<file path="src/rtl/id_stage_pipe.sv">
// id_stage_pipe: RV32 decode stage with a registered ID/EX boundary,
// valid/ready handshakes on both sides, load-use bubble insertion and flush.
module id_stage_pipe #(
    parameter int         XLEN          = 32,
    parameter int         NUM_CUSTOM    = 4,
    parameter logic [6:0] CUSTOM_OPCODE = 7'b0001011,
    parameter bit         HAZARD_EN     = 1'b1
) (
    input  logic            clk,
    input  logic            reset,
    input  logic            in_valid,
    output logic            in_ready,
    input  logic [31:0]     instr_in,
    input  logic [XLEN-1:0] pc_in,
    output logic [4:0]      rs1_addr,
    output logic [4:0]      rs2_addr,
    input  logic [XLEN-1:0] rs1_data,
    input  logic [XLEN-1:0] rs2_data,
    input  logic            flush,
    output logic            out_valid,
    input  logic            out_ready,
    output logic [XLEN-1:0] out_pc,
    output logic [XLEN-1:0] out_rs1_val,
    output logic [XLEN-1:0] out_rs2_val,
    output logic [XLEN-1:0] out_imm,
    output logic [4:0]      out_rs1_idx,
    output logic [4:0]      out_rs2_idx,
    output logic [4:0]      out_rd_idx,
    output logic            out_reg_write,
    output logic            out_mem_read,
    output logic            out_mem_write,
    output logic            out_use_imm,
    output logic            out_branch,
    output logic            out_jal,
    output logic            out_illegal,
    output logic [3:0]      out_alu_ctrl
);

    localparam logic [6:0] OP_R      = 7'b0110011;
    localparam logic [6:0] OP_I      = 7'b0010011;
    localparam logic [6:0] OP_LOAD   = 7'b0000011;
    localparam logic [6:0] OP_STORE  = 7'b0100011;
    localparam logic [6:0] OP_BRANCH = 7'b1100011;
    localparam logic [6:0] OP_JAL    = 7'b1101111;

    typedef struct packed {
        logic [XLEN-1:0] pc;
        logic [XLEN-1:0] rs1_val;
        logic [XLEN-1:0] rs2_val;
        logic [XLEN-1:0] imm;
        logic [4:0]      rs1_idx;
        logic [4:0]      rs2_idx;
        logic [4:0]      rd_idx;
        logic            reg_write;
        logic            mem_read;
        logic            mem_write;
        logic            use_imm;
        logic            branch;
        logic            jal;
        logic            illegal;
        logic [3:0]      alu_ctrl;
    } idex_t;

    idex_t idex_q, idex_d;
    logic  valid_q, valid_d;

    logic [6:0]  opcode;
    logic [2:0]  funct3;
    logic [6:0]  funct7;
    logic [4:0]  rd;
    logic        custom_legal;

    logic [31:0] imm32;
    logic        dec_reg_write, dec_mem_read, dec_mem_write, dec_use_imm;
    logic        dec_branch, dec_jal, dec_illegal;
    logic [3:0]  dec_alu_ctrl;
    logic        use_rs1, use_rs2;

    logic        hazard, advance, load;

    assign opcode   = instr_in[6:0];
    assign rd       = instr_in[11:7];
    assign funct3   = instr_in[14:12];
    assign funct7   = instr_in[31:25];
    assign rs1_addr = instr_in[19:15];
    assign rs2_addr = instr_in[24:20];

    assign custom_legal = ({1'b0, funct3} < 4'(NUM_CUSTOM));

    // Combinational decode of the presented instruction word.
    always_comb begin
        imm32         = '0;
        dec_reg_write = 1'b0;
        dec_mem_read  = 1'b0;
        dec_mem_write = 1'b0;
        dec_use_imm   = 1'b0;
        dec_branch    = 1'b0;
        dec_jal       = 1'b0;
        dec_illegal   = 1'b0;
        dec_alu_ctrl  = 4'd0;
        use_rs1       = 1'b0;
        use_rs2       = 1'b0;
        case (opcode)
            OP_R: begin
                dec_reg_write = 1'b1;
                use_rs1       = 1'b1;
                use_rs2       = 1'b1;
                case (funct3)
                    3'b000:  dec_alu_ctrl = (funct7 == 7'b0100000) ? 4'd1 : 4'd0;
                    3'b111:  dec_alu_ctrl = 4'd2;
                    3'b110:  dec_alu_ctrl = 4'd3;
                    3'b100:  dec_alu_ctrl = 4'd4;
                    default: dec_alu_ctrl = 4'd0;
                endcase
            end
            OP_I: begin
                dec_reg_write = 1'b1;
                dec_use_imm   = 1'b1;
                use_rs1       = 1'b1;
                imm32         = {{20{instr_in[31]}}, instr_in[31:20]};
            end
            OP_LOAD: begin
                dec_reg_write = 1'b1;
                dec_mem_read  = 1'b1;
                dec_use_imm   = 1'b1;
                use_rs1       = 1'b1;
                imm32         = {{20{instr_in[31]}}, instr_in[31:20]};
            end
            OP_STORE: begin
                dec_mem_write = 1'b1;
                dec_use_imm   = 1'b1;
                use_rs1       = 1'b1;
                use_rs2       = 1'b1;
                imm32         = {{20{instr_in[31]}}, instr_in[31:25], instr_in[11:7]};
            end
            OP_BRANCH: begin
                dec_branch    = 1'b1;
                dec_alu_ctrl  = 4'd1;
                use_rs1       = 1'b1;
                use_rs2       = 1'b1;
                imm32         = {{19{instr_in[31]}}, instr_in[31], instr_in[7],
                                 instr_in[30:25], instr_in[11:8], 1'b0};
            end
            OP_JAL: begin
                dec_jal       = 1'b1;
                dec_reg_write = 1'b1;
                imm32         = {{11{instr_in[31]}}, instr_in[31], instr_in[19:12],
                                 instr_in[20], instr_in[30:21], 1'b0};
            end
            default: begin
                if (opcode == CUSTOM_OPCODE && custom_legal) begin
                    dec_reg_write = 1'b1;
                    dec_alu_ctrl  = 4'd8 + {1'b0, funct3};
                    use_rs1       = 1'b1;
                    use_rs2       = 1'b1;
                end else begin
                    dec_illegal   = 1'b1;
                end
            end
        endcase
        if (rd == 5'd0) begin
            dec_reg_write = 1'b0;
        end
    end

    // Load-use detection against the load currently held in the ID/EX register.
    always_comb begin
        hazard = HAZARD_EN && valid_q && idex_q.mem_read && (idex_q.rd_idx != 5'd0) && in_valid &&
                 ((use_rs1 && idex_q.rd_idx == rs1_addr) || (use_rs2 && idex_q.rd_idx == rs2_addr));
    end

    // Handshake and next-state selection for the ID/EX register; flush wins over load and hold.
    always_comb begin
        advance  = !valid_q || out_ready;
        in_ready = flush || (advance && !hazard);
        load     = in_valid && in_ready && !flush;
        valid_d  = valid_q;
        idex_d   = idex_q;
        if (flush) begin
            valid_d = 1'b0;
        end else if (load) begin
            valid_d          = 1'b1;
            idex_d.pc        = pc_in;
            idex_d.rs1_val   = rs1_data;
            idex_d.rs2_val   = rs2_data;
            idex_d.imm       = XLEN'($signed(imm32));
            idex_d.rs1_idx   = rs1_addr;
            idex_d.rs2_idx   = rs2_addr;
            idex_d.rd_idx    = rd;
            idex_d.reg_write = dec_reg_write;
            idex_d.mem_read  = dec_mem_read;
            idex_d.mem_write = dec_mem_write;
            idex_d.use_imm   = dec_use_imm;
            idex_d.branch    = dec_branch;
            idex_d.jal       = dec_jal;
            idex_d.illegal   = dec_illegal;
            idex_d.alu_ctrl  = dec_alu_ctrl;
        end else if (advance) begin
            valid_d = 1'b0;
        end
    end

    // ID/EX pipeline register with synchronous reset.
    always_ff @(posedge clk) begin
        if (reset) begin
            valid_q <= 1'b0;
            idex_q  <= '0;
        end else begin
            valid_q <= valid_d;
            idex_q  <= idex_d;
        end
    end

    assign out_valid     = valid_q;
    assign out_pc        = idex_q.pc;
    assign out_rs1_val   = idex_q.rs1_val;
    assign out_rs2_val   = idex_q.rs2_val;
    assign out_imm       = idex_q.imm;
    assign out_rs1_idx   = idex_q.rs1_idx;
    assign out_rs2_idx   = idex_q.rs2_idx;
    assign out_rd_idx    = idex_q.rd_idx;
    assign out_reg_write = idex_q.reg_write;
    assign out_mem_read  = idex_q.mem_read;
    assign out_mem_write = idex_q.mem_write;
    assign out_use_imm   = idex_q.use_imm;
    assign out_branch    = idex_q.branch;
    assign out_jal       = idex_q.jal;
    assign out_illegal   = idex_q.illegal;
    assign out_alu_ctrl  = idex_q.alu_ctrl;

endmodule
</file>
<file path="config.mk">
export PLATFORM = sky130hd
export DESIGN_NAME = id_stage_pipe
export DESIGN_NICKNAME = d
export VERILOG_FILES = /design/src/rtl/id_stage_pipe.sv
export SDC_FILE = /design/constraint.sdc
export NUM_CORES = 1
export LEC_CHECK = 0
export ABC_AREA = 1
export CORE_AREA = 2 2 116 118
export CTS_BUF_LIST = sky130_fd_sc_hd__clkbuf_16
export DETAILED_ROUTE_END_ITERATION = 16
export DIE_AREA = 0 0 118 120
export DONT_BUFFER_PORTS = 1
export PLACE_DENSITY_LB_ADDON = 0.1
export SYNTH_ARGS = -nofsm -noshare
export SYNTH_HDL_FRONTEND = slang
export SYNTH_SLANG_ARGS = --single-unit
</file>
<file path="constraint.sdc">
create_clock -name clk -period 1.9 [get_ports clk]
set_input_delay 0.475 -clock clk [delete_from_list [all_inputs] [get_ports clk]]
set_output_delay 0.475 -clock clk [all_outputs]
set_load 0.01 [all_outputs]
</file>
Word-level counts from Yosys, hierarchy flattened
Index checks and enable logic that the tools add are counted.
W data, S select, Z words.
Word-level totals
  flip-flop bits (word level): 155
  output and inout bits: 166
  word-level logic and storage cells: 82
Operators by class
  add/sub/neg operators: 1
  order comparisons: 1
  equal/unequal tests: 13
  muxes and demuxes: 19
  bitwise gates (word level): 1
  reductions and logical operators: 31
Operators by type and width (number)
  $pmux W32 S4: 1
  $eq A7 B6 Y1 const B: 3
  $eq A7 B7 Y1 const B: 2
  $mux W1: 12
  $pmux W3 S4: 1
  $pmux W4 S3: 1
  $eq A5 B5 Y1: 2
  $logic_and A1 B1 Y1: 10
  $eq A3 B3 Y1 const B: 3
  $reduce_or A3 Y1: 3
  $reduce_or A4 Y1: 2
  $eq A7 B2 Y1 const B: 1
  $eq A7 B4 Y1 const B: 1
  $eq A7 B5 Y1 const B: 1
  $pmux W1 S2: 3
  $reduce_or A2 Y1: 3
  $reduce_or A6 Y1: 1
  $logic_not A5 Y1: 1
  $reduce_bool A5 Y1: 1
  $reduce_or A5 Y1: 1
  $add A4 B3 Y4 const A: 1
  $mux W4: 1
  $logic_not A1 Y1: 3
  $logic_not A3 Y1: 1
  5 further kinds: 7

Logic depth before layout (Yosys ltp)
  depth in word-level cells: 13
  gate-level depth with buffers: 13
  mapped depth without buffers: 11

Worst setup path before layout
OpenSTA, ideal clock, no wires.
  path type: input port to output port
  start point: in instr_in[1]
  end point: out in_ready
  arrival time: 1519 ps
  required time: 1425 ps
  path slack: -94 ps
  stages on the path: 10
  buffers on the path: 1
  cells stage by stage: nand2_1 -> inv_2 -> nand2_1 -> inv_1 -> o21ai_1 -> a21oi_1 -> nand2_1 -> clkbuf_1 -> nand2_1 -> nand2_1
On the way
  cells in the longest elaborated chain, start to end: 10
  elaborated cells on any way between the ends: 21
Ends and longest elaborated chain
  start: declaration: line 13  | input logic [31:0] instr_in,
  $eq A7 B4 Y1: line 151  | if (opcode == CUSTOM_OPCODE && custom_legal) begin
  $logic_and A1 B1 Y1: line 151
  $mux W1: line 151
  $pmux W1 S2: line 103  | case (opcode)
  $logic_and A1 B1 Y1: line 169  | ((use_rs1 && idex_q.rd_idx == rs1_addr) || (use_rs2 && idex_q.rd_idx == rs2_addr));
  $logic_or A1 B1 Y1 *: line 169
  $logic_and A1 B1 Y1 *: line 168  | hazard = HAZARD_EN && valid_q && idex_q.mem_read && (idex_q.rd_idx != 5'd0) && in_valid &&
  $logic_not A1 Y1 *: line 175  | in_ready = flush || (advance && !hazard);
  $logic_and A1 B1 Y1 *: line 175
  $logic_or A1 B1 Y1 *: line 175
  end: declaration: line 12  | output logic in_ready,
Every way passes the cells marked *; elsewhere a longest branch is shown, timed or not.

Worst setup path after layout
  start point: reg idex_q (netlist bit out_rd_idx[2])
  end point: out in_ready
On the way
  cells in the longest elaborated chain, start to end: 7
  elaborated cells on any way between the ends: 12
Ends and longest elaborated chain
  start: declaration: line 64  | idex_t idex_q, idex_d;
  start signal: assignment: line 210  | idex_q <= idex_d;
  $eq A5 B5 Y1 / $reduce_bool A5 Y1 (equally long branches): line 169, 168
  $logic_and A1 B1 Y1, on equally long branches: line 169, 168
  $logic_or A1 B1 Y1 / $logic_and A1 B1 Y1 (equally long branches): line 169, 168
  $logic_and A1 B1 Y1 *: line 168
  $logic_not A1 Y1 *: line 175
  $logic_and A1 B1 Y1 *: line 175
  $logic_or A1 B1 Y1 *: line 175
Marks and branches as above.

==> flow_summary.yaml <==
timing:
  hold_viol: 0
  hold_slack_ns: 0.121
  setup_viol: 1
  rsz0062_at_grt: "true"
  post-route-period-util_pct: 102
  finalMaxSlewViolations: 0
  tightest_slew_ns: 0.349
  finalCriticalPeriod_ns: 1.93
  fin_worst_skew_ns: 0.00852
  finalSetupTns_ns: -0.0348
  max-slew-margin-rel_pct: 76.9
  fin_ws_ns: -0.0348
  fmax_mhz: 517
clocking:
  h-tree-depth: 4
  cts_buffer_depth: 2
  ctsHoldBuffers: 0
  cts_buffers: 17
  clk_pin_slew_ns: 0.06
  cts.sinks: 144
  cts_root_buf: "clkbuf_16"
  clock_latency_ns: 0.42
  cts_tree: "yes"
floorplanning:
  ios: 299
  die_area_mm2: 0.0142
  start_util_pct: 52.6
  core_mm2: 0.0130
  die_y_um: 120
  die_w_um: 118
  rows: 42
routing:
  drc: 0
  avgRoutedWirePerCell_um: 13.3
  ant_nets: 0
  wirelength_um: 16900
  dr.first_iter.drc_count: 274
  vias: 5785
  routed_via_density: 4.56
  first_pass_iters: 4
synthesis:
  ys_types: 23
  async_flop_share_pct: 0
  synthTopCellsByArea: "dfxtp_1, nand2_1, nor2_1, inv_1, buf_6"
  yosysWarnings: 0
  netlist_instances: 1085
  ys_top_cells_by_count: "nand2_1, nor2_1, inv_1"
  seq_area_frac_synth_pct: 42.2
  yosys_most_used_dff: "dfxtp_1"
  syn_nets: 1218
  syn_area_mm2: 0.00683
  avgSynthCellArea_um2: 6.29
  ys_ff_latch: 144
  synth_area_leader_cell: "dfxtp_1"
  yosysMostFrequentCell: "nand2_1"
  synth-edff-count: 0
  netlist.area_leader.share_pct: 42.2
cells_and_area:
  drive_above_1_share_pct: 8.88
  nets: 1215
  syn_to_final_growth_pct: 11.7
  antenna_cells: 0
min_path:
  hold_path_depth: 1
  hold_class: "in -> reg"
  worstHoldStart: "reset"
  hold_end: "out_imm[12]"
pwr:
  p_sw_share_pct: 26.0
  power.switching_mw: 1.90
  pwr-share-comb_pct: 10.6
  p_int_mw: 5.41
  power_density_mw_per_mm2: 959
  finalPower_mw: 7.31
  p_leak_nw: 4.22
  power_frac_clock_pct: 41.8
  p_seq_share_pct: 47.5
  max-vdd-ir-drop_v: 0.000655
critical_path:
  reg2reg_to: "out_imm[19]"
  r2r_start: "out_rd_idx[3]"
  rr_worst_depth: 11
  required_ns: 1.42
  crit_type: "reg -> out"
  rrSetupSlack_ns: 0.12
  critPathArrivalTime_ns: 1.46
  end_kind: "output pin"
  start_kind: "register"
  crit_fanout: 4
global_routing:
  met3_usage_pct: 10.4
  busiest_layer: "met2"
  antenna_found_initial: 0
  use_met2_pct: 39.7
  grt_pass1_wl_um: 26500
  grt_max_degree: 72
  overflow: 0
  grt.total_usage_pct: 23.4
  grt_pass1_vias: 5363
  use_met1_pct: 25.8
place:
  portBuffers: 0
  routabilityCongestion: 0.854
  dpl.hpwl_um: 11800
  dpl_worst_slack_ns: -0.103
run_status:
  violations: "negative setup slack"
  status: "finished, violations left"
run:
  cap_violations: 0
==> final cells by class <==
| class | instances | area [um2] |
|---|---|---|
| Fill cell | 1324 | 5360 |
| Sequential cell | 144 | 2900 |
| Multi-Input combinational cell | 693 | 2770 |
| Inverter | 178 | 678 |
| Timing Repair Buffer | 48 | 526 |
| Clock buffer | 17 | 425 |
| Tap cell | 176 | 220 |
| Clock inverter | 12 | 106 |
==> per-stage QoR <==
stage / utilization, % / std cells / instance area, um2
after floorplan: - / 1085 / 6840
after global placement: 53.1 / 1232 / 6890
after detailed placement: 53.1 / 1232 / 6890
after CTS: 57.4 / 1262 / 7450
after global routing: 58.7 / 1268 / 7620
final: 58.7 / 1268 / 7620
==> critical path: stages (launching register included) <==
cell     delay [ns]
dfxtp_4        0.38
inv_4          0.04
nand2_2        0.05
nand2_2        0.05
nor2_2         0.11
nand4_1        0.08
nand2_1        0.10
nand2_2        0.07
nand2_2        0.09
nand2_4        0.07
==> cells in the final DEF (no fill, tap or decap), types with 3 or more instances in the layout <==
cell type | synthesis | routed
dfxtp_1 | 144 | 139
clkbuf_16 | 0 | 19
buf_12 | 0 | 6
o21ai_0 | 4 | 4
a21oi_1 | 10 | 9
nand3_1 | 8 | 8
nand4_1 | 16 | 16
nor2_1 | 299 | 295
nor4_1 | 3 | 3
inv_2 | 1 | 3
nor2_2 | 1 | 5
inv_4 | 0 | 4
nand2_1 | 341 | 334
nand2_2 | 0 | 6
clkinv_1 | 0 | 4
buf_4 | 21 | 35
dfxtp_4 | 0 | 5
inv_1 | 177 | 174
nor3_1 | 4 | 4
==> cell families after synthesis <==
| kind of cell | share of synthesized area (%) |
|---|---|
| simple gates | 38.2 |
| buf+inv | 17.9 |
| flops | 42.2 |
| compound gates | 1.21 |
| xor+xnor | 0.513 |
==> state kept, by name, summed over array words and instances, names as in the netlist <==
| register | cells |
|---|---|
| out_rs2_idx | 5 |
| out_use_imm | 1 |
| out_pc | 32 |
| out_mem_write | 1 |
| out_imm | 21 |
| out_illegal | 1 |
| out_jal | 1 |
| out_alu_ctrl | 4 |
| out_mem_read | 1 |
| out_rd_idx | 5 |
| out_valid | 1 |
| out_reg_write | 1 |
| out_branch | 1 |
| out_rs1_idx | 5 |
| out_rs1_val | 32 |
| out_rs2_val | 32 |
==> repair_timing <==
item / in CTS / in global routing
pin swaps: 4 / 10
buffers inserted: 1 / 4
resized for setup: 13 / 23
setup endpoints to repair: 1 / 109
cloned: 0 / 2
==> metal layers <==
metal | part of all wire, % | vias to the layer above
li1 | - | 3099
met5 | 0 | -
met4 | 2.3 | 0
met2 | 48 | 224
met3 | 10 | 34
met1 | 39 | 2428
==> power by group through the flow <==
stage	Sequential (mW)	Combinational [mW]	Clock (mW)
after CTS	3.48	0.735	3.13
after detailed placement	3.54	0.728	0
after global placement	3.54	0.719	0
final	3.47	0.776	3.06
after global routing	3.50	0.921	3.26
after floorplan	3.49	0.652	0
==> worst max-delay path by stage <==
stage / to / startpoint / slack, ns / depth (start not counted)
after floorplan: in_ready / instr_in[2] / 0.01 / 9
after global placement: out_pc[20] / instr_in[2] / -0.06 / 11
after detailed placement: out_pc[9] / instr_in[2] / -0.10 / 11
after CTS: in_ready / out_rd_idx[2] / -0.06 / 9
after global routing: in_ready / out_rd_idx[2] / -0.13 / 9
final: in_ready / out_rd_idx[2] / -0.03 / 9
(Power assumes the default switching activity.)
